`config.mk`:
```
export PLATFORM = sky130hd
export DESIGN_NAME = bcd_counter_ctrl_flat
export DESIGN_NICKNAME = d
export VERILOG_FILES = /design/src/rtl/bcd_pkg.sv /design/src/rtl/bcd_counter_ctrl_if.sv /design/src/rtl/bcd_digit_updown.sv /design/src/rtl/bcd_counter_ctrl.sv /design/src/flat_wrapper.sv
export SDC_FILE = /design/constraint.sdc
export NUM_CORES = 1
export LEC_CHECK = 0
export ABC_AREA = 1
export CAP_MARGIN = 15
export CORE_ASPECT_RATIO = 0.7
export CORE_MARGIN = 4
export CORE_UTILIZATION = 42
export CTS_CLUSTER_DIAMETER = 120
export DETAILED_ROUTE_END_ITERATION = 10
export GPL_TIMING_DRIVEN = 0
export PLACE_DENSITY_LB_ADDON = 0.05
export SLEW_MARGIN = 20
export SYNTH_ARGS = -nofsm -noshare
export SYNTH_HDL_FRONTEND = slang
export SYNTH_SLANG_ARGS = --single-unit
export TNS_END_PERCENT = 50
```
`constraint.sdc`:
```
create_clock -name clk -period 1.31 [get_ports clk]
set_clock_uncertainty 0.1 [all_clocks]
set_input_delay 0.262 -clock clk [delete_from_list [all_inputs] [get_ports clk]]
set_output_delay 0.262 -clock clk [all_outputs]
set_load 0.1 [all_outputs]
```
`src/rtl/bcd_pkg.sv`:
```
// Shared types and constants for the cascaded BCD counter.
package bcd_pkg;

  localparam int          DIGIT_W = 4;
  localparam logic [3:0]  BCD_MAX = 4'd9;

  typedef enum logic [1:0] {
    ST_IDLE  = 2'd0,
    ST_RUN   = 2'd1,
    ST_PAUSE = 2'd2,
    ST_DONE  = 2'd3
  } state_t;

  function automatic logic [DIGIT_W-1:0] bcd_step(input logic [DIGIT_W-1:0] d, input logic up);
    if (up) return (d >= BCD_MAX) ? 4'd0 : d + 4'd1;
    else    return (d == 4'd0) ? BCD_MAX : d - 4'd1;
  endfunction

  function automatic logic [DIGIT_W-1:0] bcd_sanitize(input logic [DIGIT_W-1:0] d);
    return (d > BCD_MAX) ? 4'd0 : d;
  endfunction

endpackage

```
`src/rtl/bcd_counter_ctrl_if.sv`:
```
// Command, preset and status bundle between a controller and the BCD counter.
interface bcd_counter_ctrl_if #(parameter int NUM_DIGITS = 4);

  logic                    tick;
  logic                    start;
  logic                    stop;
  logic                    clear;
  logic                    load;
  logic [4*NUM_DIGITS-1:0] load_value;
  logic                    up;
  logic [4*NUM_DIGITS-1:0] limit;
  logic [4*NUM_DIGITS-1:0] digits;
  logic                    carry;
  logic                    running;
  logic                    done;

  modport master (
    output tick, start, stop, clear, load, load_value, up, limit,
    input  digits, carry, running, done
  );

  modport slave (
    input  tick, start, stop, clear, load, load_value, up, limit,
    output digits, carry, running, done
  );

endinterface

```
`src/rtl/bcd_digit_updown.sv`:
```
// One BCD digit with load and up/down step; carry_out is the combinational
// carry (up) or borrow (down) that enables the next digit in the chain.
module bcd_digit_updown
  import bcd_pkg::*;
(
  input  logic               clk,
  input  logic               rst,
  input  logic               en,
  input  logic               up,
  input  logic               load,
  input  logic [DIGIT_W-1:0] load_d,
  output logic [DIGIT_W-1:0] q,
  output logic               carry_out
);

  assign carry_out = en & (up ? (q == BCD_MAX) : (q == 4'd0));

  always_ff @(posedge clk or posedge rst) begin
    if (rst)       q <= '0;
    else if (load) q <= bcd_sanitize(load_d);
    else if (en)   q <= bcd_step(q, up);
  end

endmodule

```
`src/rtl/bcd_counter_ctrl.sv`:
```
// Cascaded BCD up/down counter with start/stop/clear/load control and
// terminal-value detection.
//
// state    | meaning
// ST_IDLE  | stopped, digits loadable, waiting for start
// ST_RUN   | counting on tick, watching for limit
// ST_PAUSE | stopped mid-count, digits loadable, start resumes
// ST_DONE  | limit reached, frozen until clear
module bcd_counter_ctrl
  import bcd_pkg::*;
#(
  parameter int NUM_DIGITS = 4
) (
  input  logic                clk,
  input  logic                rst,
  bcd_counter_ctrl_if.slave   bus
);

  localparam int W = DIGIT_W * NUM_DIGITS;

  logic [1:0]            rst_sync;
  logic                  rst_int;
  state_t                state;
  logic                  carry_r, running_r, done_r;
  logic [NUM_DIGITS-1:0] en_chain;
  logic [NUM_DIGITS-1:0] cout;
  logic [W-1:0]          q_all;
  logic [W-1:0]          next_count;
  logic [W-1:0]          dig_load_d;
  logic                  dig_load;
  logic                  count_en;
  logic                  wrap;

  // Assert immediately, release only after two clean clk edges.
  always_ff @(posedge clk or posedge rst) begin
    if (rst) rst_sync <= 2'b11;
    else     rst_sync <= {rst_sync[0], 1'b0};
  end
  assign rst_int = rst_sync[1];

  always_comb begin
    dig_load   = 1'b0;
    dig_load_d = '0;
    count_en   = 1'b0;
    if (bus.clear) begin
      dig_load = 1'b1;
    end else if (bus.load && (state == ST_IDLE || state == ST_PAUSE)) begin
      dig_load   = 1'b1;
      dig_load_d = bus.load_value;
    end else if (state == ST_RUN && bus.tick && !bus.stop && !bus.start) begin
      count_en = 1'b1;
    end
  end

  assign en_chain[0] = count_en;

  for (genvar g = 0; g < NUM_DIGITS; g++) begin : g_digit
    bcd_digit_updown u_digit (
      .clk       (clk),
      .rst       (rst_int),
      .en        (en_chain[g]),
      .up        (bus.up),
      .load      (dig_load),
      .load_d    (dig_load_d[DIGIT_W*g +: DIGIT_W]),
      .q         (q_all[DIGIT_W*g +: DIGIT_W]),
      .carry_out (cout[g])
    );
    assign next_count[DIGIT_W*g +: DIGIT_W] =
      en_chain[g] ? bcd_step(q_all[DIGIT_W*g +: DIGIT_W], bus.up)
                  : q_all[DIGIT_W*g +: DIGIT_W];
    if (g < NUM_DIGITS-1) begin : g_chain
      assign en_chain[g+1] = cout[g];
    end
  end

  assign wrap = cout[NUM_DIGITS-1];

  always_ff @(posedge clk or posedge rst_int) begin
    if (rst_int) begin
      state     <= ST_IDLE;
      carry_r   <= 1'b0;
      running_r <= 1'b0;
      done_r    <= 1'b0;
    end else begin
      carry_r <= 1'b0;
      if (bus.clear) begin
        state     <= ST_IDLE;
        running_r <= 1'b0;
        done_r    <= 1'b0;
      end else begin
        case (state)
          ST_IDLE, ST_PAUSE: begin
            if (!bus.load && bus.start) begin
              state     <= ST_RUN;
              running_r <= 1'b1;
            end
          end
          ST_RUN: begin
            if (bus.stop) begin
              state     <= ST_PAUSE;
              running_r <= 1'b0;
            end else if (count_en) begin
              carry_r <= wrap;
              // Compare the value being written, so done rises with digits.
              if (next_count == bus.limit) begin
                state     <= ST_DONE;
                running_r <= 1'b0;
                done_r    <= 1'b1;
              end
            end
          end
          default: ;
        endcase
      end
    end
  end

  assign bus.digits  = q_all;
  assign bus.carry   = carry_r;
  assign bus.running = running_r;
  assign bus.done    = done_r;

endmodule

```
`src/flat_wrapper.sv`:
```
// flat-port wrapper written by rule: the top's interface ports become plain ports
module bcd_counter_ctrl_flat import bcd_pkg::*;
#(
  parameter int NUM_DIGITS = 4
)
  (clk, rst, bus_tick, bus_start, bus_stop, bus_clear, bus_load, bus_load_value, bus_up, bus_limit, bus_digits, bus_carry, bus_running, bus_done);
  bcd_counter_ctrl_if #(.NUM_DIGITS(NUM_DIGITS)) bus_i ();
  input  logic clk;
  input  logic rst;
  input wire logic [$bits(bus_i.tick)-1:0] bus_tick;
  input wire logic [$bits(bus_i.start)-1:0] bus_start;
  input wire logic [$bits(bus_i.stop)-1:0] bus_stop;
  input wire logic [$bits(bus_i.clear)-1:0] bus_clear;
  input wire logic [$bits(bus_i.load)-1:0] bus_load;
  input wire logic [$bits(bus_i.load_value)-1:0] bus_load_value;
  input wire logic [$bits(bus_i.up)-1:0] bus_up;
  input wire logic [$bits(bus_i.limit)-1:0] bus_limit;
  output wire logic [$bits(bus_i.digits)-1:0] bus_digits;
  output wire logic [$bits(bus_i.carry)-1:0] bus_carry;
  output wire logic [$bits(bus_i.running)-1:0] bus_running;
  output wire logic [$bits(bus_i.done)-1:0] bus_done;
  assign bus_i.tick = bus_tick;
  assign bus_i.start = bus_start;
  assign bus_i.stop = bus_stop;
  assign bus_i.clear = bus_clear;
  assign bus_i.load = bus_load;
  assign bus_i.load_value = bus_load_value;
  assign bus_i.up = bus_up;
  assign bus_i.limit = bus_limit;
  assign bus_digits = bus_i.digits;
  assign bus_carry = bus_i.carry;
  assign bus_running = bus_i.running;
  assign bus_done = bus_i.done;
  bcd_counter_ctrl #(.NUM_DIGITS(NUM_DIGITS)) u_core (.clk(clk), .rst(rst), .bus(bus_i));
endmodule
```
# Yosys cells after proc, flatten, opt, wreduce, memory -nomap -nowiden
# Index checks and enable logic that the tools add are counted.
[word_totals]
register_bits = 23
latch_bits = 0
ram_bits = 0
mem_bits_ro = 0
inputBits = 40
output_inout_bits = 19
wordCells = 117
n_memories = 0
[op_classes]
addsub = 8
n_mul = 0
div = 0
n_lt_le_gt_ge = 8
eq_ne = 11
shift = 0
n_mux = 56
n_bitwise = 4
n_reduce_logical = 21
[op_table]
columns = ["operator", "n"]
rows = [
  ["$mux 4", 24],
  ["$mux 16", 2],
  ["$mux 1", 23],
  ["$add 4x1->4 const B", 4],
  ["$eq 16x16->1", 1],
  ["$eq 4x4->1 const B", 4],
  ["$ge 4x4->1 const B", 4],
  ["$gt 4x4->1 const B", 4],
  ["$logic_not 4->1", 4],
  ["$sub 4x1->4 const B", 4],
  ["$mux 2", 5],
  ["$ne 4x4->1 const B", 2],
  ["$reduce_and 4->1", 2],
  ["$reduce_bool 2->1", 3],
  ["$logic_and 1x1->1", 5],
  ["$and 1x1->1", 4],
  ["$pmux 2 s2", 1],
  ["$logic_not 1->1", 3],
  ["$ne 3x2->1 const B", 1],
  ["$reduce_bool 3->1", 1],
  ["$eq 2x1->1 const B", 1],
  ["$eq 2x2->1 const B", 1],
  ["$logic_not 2->1", 1],
  ["$ne 2x1->1 const B", 1],
  ["3 further kinds", 3],
]

# Longest topological paths before layout
[logic_depth]
ltp_word = 17
depth_mapped = 20
ltp_nobuf = 20

# Modules after synthesis
# Synthesis repeated with hierarchy kept, for this count alone.
[hier_totals]
cells_unflattened = 613
hier_area_um2 = 3607.2
[modules_own_cells]
columns = ["module", "n_inst", "cells_each", "area_each_um2", "seq_area_each_um2"]
rows = [
  ["bcd_counter_ctrl", 1, 349, 1803.0, 177.7],
  ["bcd_digit_updown (u_core.g_digit[0].u_digit ...)", 3, 66, 455.4, 100.1],
  ["bcd_digit_updown (u_core.g_digit[1].u_digit)", 1, 66, 437.9, 100.1],
]

# Worst setup path after synthesis
# No wires, ideal clock.
[synth_timing]
path_type = "flip-flop to flip-flop"
start = "reg u_core.g_digit[1].u_digit.q[0]"
end = "reg u_core.running_r (netlist: u_core.bus.running)"
setup_time_ps = 122
arrival_ps = 2745
required_ps = 1088
path_slack_ps = -1657
stages_incl_launch_ff = 21
path_buffers = 0
period_less_slack_ps = 2967
cell_sequence = "dfrtp_1 > inv_1 > ha_1 > nand3_2 > nand2_1 > nand2_2 > inv_2 > nand2_1 > nand2_1 > nand2_1 > nand2_1 > nand2_1 > nand2_1 > nor2_2 > nand2_1 > nor2_1 > nand2_1 > nand2_2 > nand2_1 > nand2_1 > nand2_1"
[synth_between]
elab_chain_cells = 8
elab_cells_between_ends = 17
classes_between = "2 x add/sub; 1 x order compare; 3 x eq/ne; 7 x mux; 2 x bitwise; 2 x reduce/logical"
[synth_lines]
columns = ["item", "line", "source"]
rows = [
  ["start: declaration", "bcd_digit_updown.sv:12", "output logic [DIGIT_W-1:0] q,"],
  ["start signal: assignment", "bcd_digit_updown.sv:20", "else if (load) q <= bcd_sanitize(load_d);"],
  ["start signal: assignment", "bcd_digit_updown.sv:21", "else if (en) q <= bcd_step(q, up);"],
  ["parallel branches: the longest is 5 deep, another holds $sub 4x1->4", "--", ""],
  ["$eq 16x16->1 (*)", "bcd_counter_ctrl.sv:105", "if (next_count == bus.limit) begin"],
  ["$ne 4x4->1 (no source line) (*)", "--", ""],
  ["$reduce_and 4->1 (no source line) (*)", "--", ""],
  ["end signal: assignment", "bcd_counter_ctrl.sv:95", "running_r <= 1'b1;"],
  ["end signal: assignment", "bcd_counter_ctrl.sv:101", "running_r <= 1'b0;"],
  ["end signal: assignment", "bcd_counter_ctrl.sv:107", "running_r <= 1'b0;"],
  ["end: declaration", "bcd_counter_ctrl.sv:24", "logic carry_r, running_r, done_r;"],
]
# Mark *: on every way between the ends.
# A chain may end at the register's enable or synchronous reset.

# Worst setup path after layout
[layout_timing]
start = "reg u_core.g_digit[0].u_digit.q[1]"
end = "reg u_core.running_r (netlist: u_core.bus.running)"
[layout_between]
elab_chain_cells = 9
elab_cells_between_ends = 19
classes_between = "2 x add/sub; 1 x order compare; 3 x eq/ne; 8 x mux; 3 x bitwise; 2 x reduce/logical"
[layout_lines]
columns = ["item", "line", "source"]
rows = [
  ["start: declaration", "bcd_digit_updown.sv:12", ""],
  ["start signal: assignment", "bcd_digit_updown.sv:20", ""],
  ["start signal: assignment", "bcd_digit_updown.sv:21", ""],
  ["$eq 4x4->1 or $logic_not 4->1 (tied branches)", "bcd_digit_updown.sv:16, bcd_pkg.sv:16", ""],
  ["$mux 1", "bcd_digit_updown.sv:16", "assign carry_out = en & (up ? (q == BCD_MAX) : (q == 4'd0));"],
  ["$and 1x1->1 (3 in a row)", "bcd_digit_updown.sv:16", ""],
  ["$mux 4", "--", ""],
  ["$eq 16x16->1 (*)", "bcd_counter_ctrl.sv:105", ""],
  ["$ne 4x4->1 (no source line) (*)", "--", ""],
  ["$reduce_and 4->1 (no source line) (*)", "--", ""],
]
# Every way passes the cells marked *; elsewhere a longest branch is shown, timed or not.

==> results by group <==
Power and ir drop
  • Lkg Pwr: 1.86 nW
  • VDD IR max: 0.482 mV
  • PwrDens: 714 nW/um^2
  • Overall power: 2.85 mW

Final layout
  • Share of post-route cells with drive strength above 1: 0.353
  • Layout Nets: 546
  • Register area: 621 sq um
  • Antenna cells: 0
  • Area of the multi-input gates: 1940 sq um
  • Fill cells: 455
  • Area growth from synthesis to layout: 62.5%

Synthesis
  • Post-Synthesis Cells: 400
  • Seq/Total Area, Yosys: 0.236
  • Post-synthesis cell area: 2450 sq um
  • Synth area leader: nand2_1
  • Post-Syn Nets: 452
  • Area share of the largest cell type after synthesis: 0.226
  • Unique cell type count in the Yosys netlist: 36
  • Yosys reg bits: 23
  • Post-synth EDFFs: 0
  • Syn Area/Cell: 6.13 sq um
  • Asr flop ratio synth: 1.00
  • Synth Flop Type: dfrtp_1
  • Syn. warnings: 0
  • Synth top area cells: nand2_1 (23%), dfrtp_1 (21%), nand3_1 (11%)

Route
  • Via count: 3012
  • Remaining DRCs: 0
  • Pre-antenna DRT Iters: 5
  • WL final: 8500 microns
  • Post-route ant nets: 0
  • Routed length per instance: 15.0 microns
  • Initial DRC Count: 160
  • Drt via density: 5.33

Clock network
  • Buffer depth of the longest clock path: 2
  • Post-CTS Hold Fix Bufs: 0
  • CTS tree: yes
  • CTS HTree Levels: 1
  • Clock Latency Late Sink: 0.28 ns
  • Cts bufs inserted: 3
  • Root Driver: clkbuf_8
  • Reg clk slew, reported paths: approximately 0.10 ns
  • CTS Sinks: 23

Floorplan
  • Die Height: 72.0 microns
  • Chip Width: 99.4 microns
  • Site Rows: 22
  • Die area: 7150 sq um
  • Initial Util: 0.450
  • IO Count: 59
  • Core Box Area: 5450 sq um

Timing
  • Slew margin rel.: 0.555
  • Crit share post-route: 1.95
  • Post-layout worst setup margin: -1.25 ns
  • Setup violations, final: 34
  • Fmax achieved: 0.391 GHz
  • Worst Tran Pin Value: 0.667 ns
  • Final hold vios: 0
  • RSZ-0062 raised after global routing: yes
  • Crit path time final: 2.56 ns
  • Setup TNS: -13.17 ns
  • Pins Over Slew Limit: 0

Place
  • Detail Placement HPWL: roughly 6000 microns
  • RePlAce Congestion: 0.916
  • Port Buffers: 57
  • Dpl ws: -1.62 ns

Critical path
  • Startpoint types: flip-flop
  • Worst path required time: 1.38 ns
  • Worst setup EP type: flip-flop
  • Setup Crit Path Kind: flip-flop to flip-flop
  • Arrival @ worst endpoint: roughly 2.6 ns
  • CP max FO: 5

Status
  • Failing checks: negative setup slack
  • Status: finished with violations

Global route
  • Largest net degree at the start of global routing: 22
  • Global-route wire length before repair: roughly 13000 microns
  • Gr usage total: 0.230
  • Vias in the first global route: roughly 2700
  • Initial antenna violation count: 0
  • Gr ovfl total: 0

Job
  • Max Cap Viol: 0

Worst hold path
  • Hold crit path type: input pin to asynchronous set/reset pin
-- report_power, final --
part | internal (mW) | switching (mW)
Combinational | 0.591 | 0.906
Clock | 0.216 | 0.269
Sequential | 0.777 | 0.0867
Total | 1.58 | 1.26
-- repair_timing --
| action | CTS | global route |
|---|---|---|
| setup endpoints to repair | 39 | 52 |
| pin swaps | 10 | 21 |
| cloned | 1 | 0 |
| gates resized for setup | 185 | 66 |
| hold endpoints to repair | 0 | 0 |
| buffers inserted | 20 | 11 |
-- cells in the final DEF, fill, tap and decap left out, types with 9 or more instances in the layout --
master / n
inv_1: 38
nand3_1: 46
buf_4: 26
nand2_2: 33
buf_6: 10
o21ai_0: 10
nor2_1: 23
dfrtp_4: 9
buf_12: 17
nand2_1: 116
clkdlybuf4s50_1: 37
-- metal layers --
metal | wire [microns] | part of all wire | vias up | global-route usage
met5 | 0 | 0 | - | 0
met4 | 60 | 0.0071 | 0 | 0.0470
met3 | 700 | 0.082 | 7 | 0.0509
met2 | 3880 | 0.46 | 119 | 0.362
met1 | 3860 | 0.45 | 1396 | 0.325
li1 | - | - | 1490 | -
-- critical path: stages, from the launching register on --
cell,delay (ns)
dfrtp_4,0.52
inv_6,0.09
ha_4,0.14
nand3_4,0.08
nand2_4,0.09
buf_4,0.11
nand3_4,0.09
nor2_4,0.20
buf_4,0.15
nand2_2,0.05
nand3_1,0.08
nand2_1,0.07
nor2_1,0.13
nand2_1,0.06
nor2_1,0.13
nand2_1,0.11
nand2_2,0.11
nand2_2,0.05
nand2_1,0.06
nand2_1,0.05
-- worst paths after layout --
kind / startpoint / to / slack, ns / depth (start not counted)
setup reg to reg: u_core.g_digit[0].u_digit.q[1] / u_core.bus.running / -1.25 / 19
min in group clk: u_core.rst_sync[0] / u_core.rst_sync[1] / 0.26 / 0
hold / removal: rst / u_core.rst_sync[1] / 0.19 / 2
max in group asynchronous: u_core.rst_sync[1] / u_core.g_digit[3].u_digit.q[0] / 0.57 / 1
hold reg to reg: u_core.rst_sync[1] / u_core.bus.carry / 0.19 / 1
setup / recovery: u_core.g_digit[0].u_digit.q[1] / u_core.bus.running / -1.25 / 19
-- kinds of logic (layout without fill, tap and decap cells) --
group | after synthesis | in the layout | synth area share
DFF | 23 | 23 | 0.236
other | 1 | 1 | 0.00153
AOI/OAI and AO/OA | 40 | 40 | 0.0994
and+or+nand+nor | 261 | 261 | 0.489
adders and majority gates | 12 | 12 | 0.0612
buffers and inverters | 59 | 152 | 0.0994
xor gates and xnor gates | 4 | 4 | 0.0143
-- cell usage after synthesis (all sizes together) (5+ instances only) --
library cell	instances
nand2	156
nand3	58
inv	51
nor2	33
dfrtp	21
o21ai	14
o22ai	13
ha	12
nand4	7
nand3b	5
o211ai	5
-- registers in the layout, indices dropped and copies added, names as in the netlist --
| signal | flops |
|---|---|
| u_core.g_digit.u_digit.q | 16 |
| u_core.bus.done | 1 |
| u_core.rst_sync | 2 |
| u_core.bus.carry | 1 |
| u_core.bus.running | 1 |
| u_core.state | 2 |
-- final cells by class --
| class | count | share of cell area |
|---|---|---|
| well taps | 72 | 0.0226 |
| multi-input cells | 318 | 0.486 |
| flip-flops and latches | 23 | 0.156 |
| clock inverters | 1 | 0.00188 |
| plain buffers | 7 | 0.0151 |
| clock buffers | 3 | 0.0104 |
| repair buffers | 89 | 0.251 |
| inverters | 52 | 0.0568 |
-- stage by stage --
| stage | cell area, sq um | util | instances | hold slack (ns) |
|---|---|---|---|---|
| floorplan | 2550 | - | 400 | 0.0735 |
| global placement | 3210 | 0.590 | 529 | 0.248 |
| detailed placement | 3210 | 0.590 | 529 | 0.250 |
| CTS | 3690 | 0.677 | 554 | 0.191 |
| global route | 3990 | 0.731 | 565 | 0.212 |
| finish | 3990 | 0.731 | 565 | 0.190 |
Note: power is estimated with default switching activity, not from simulation.
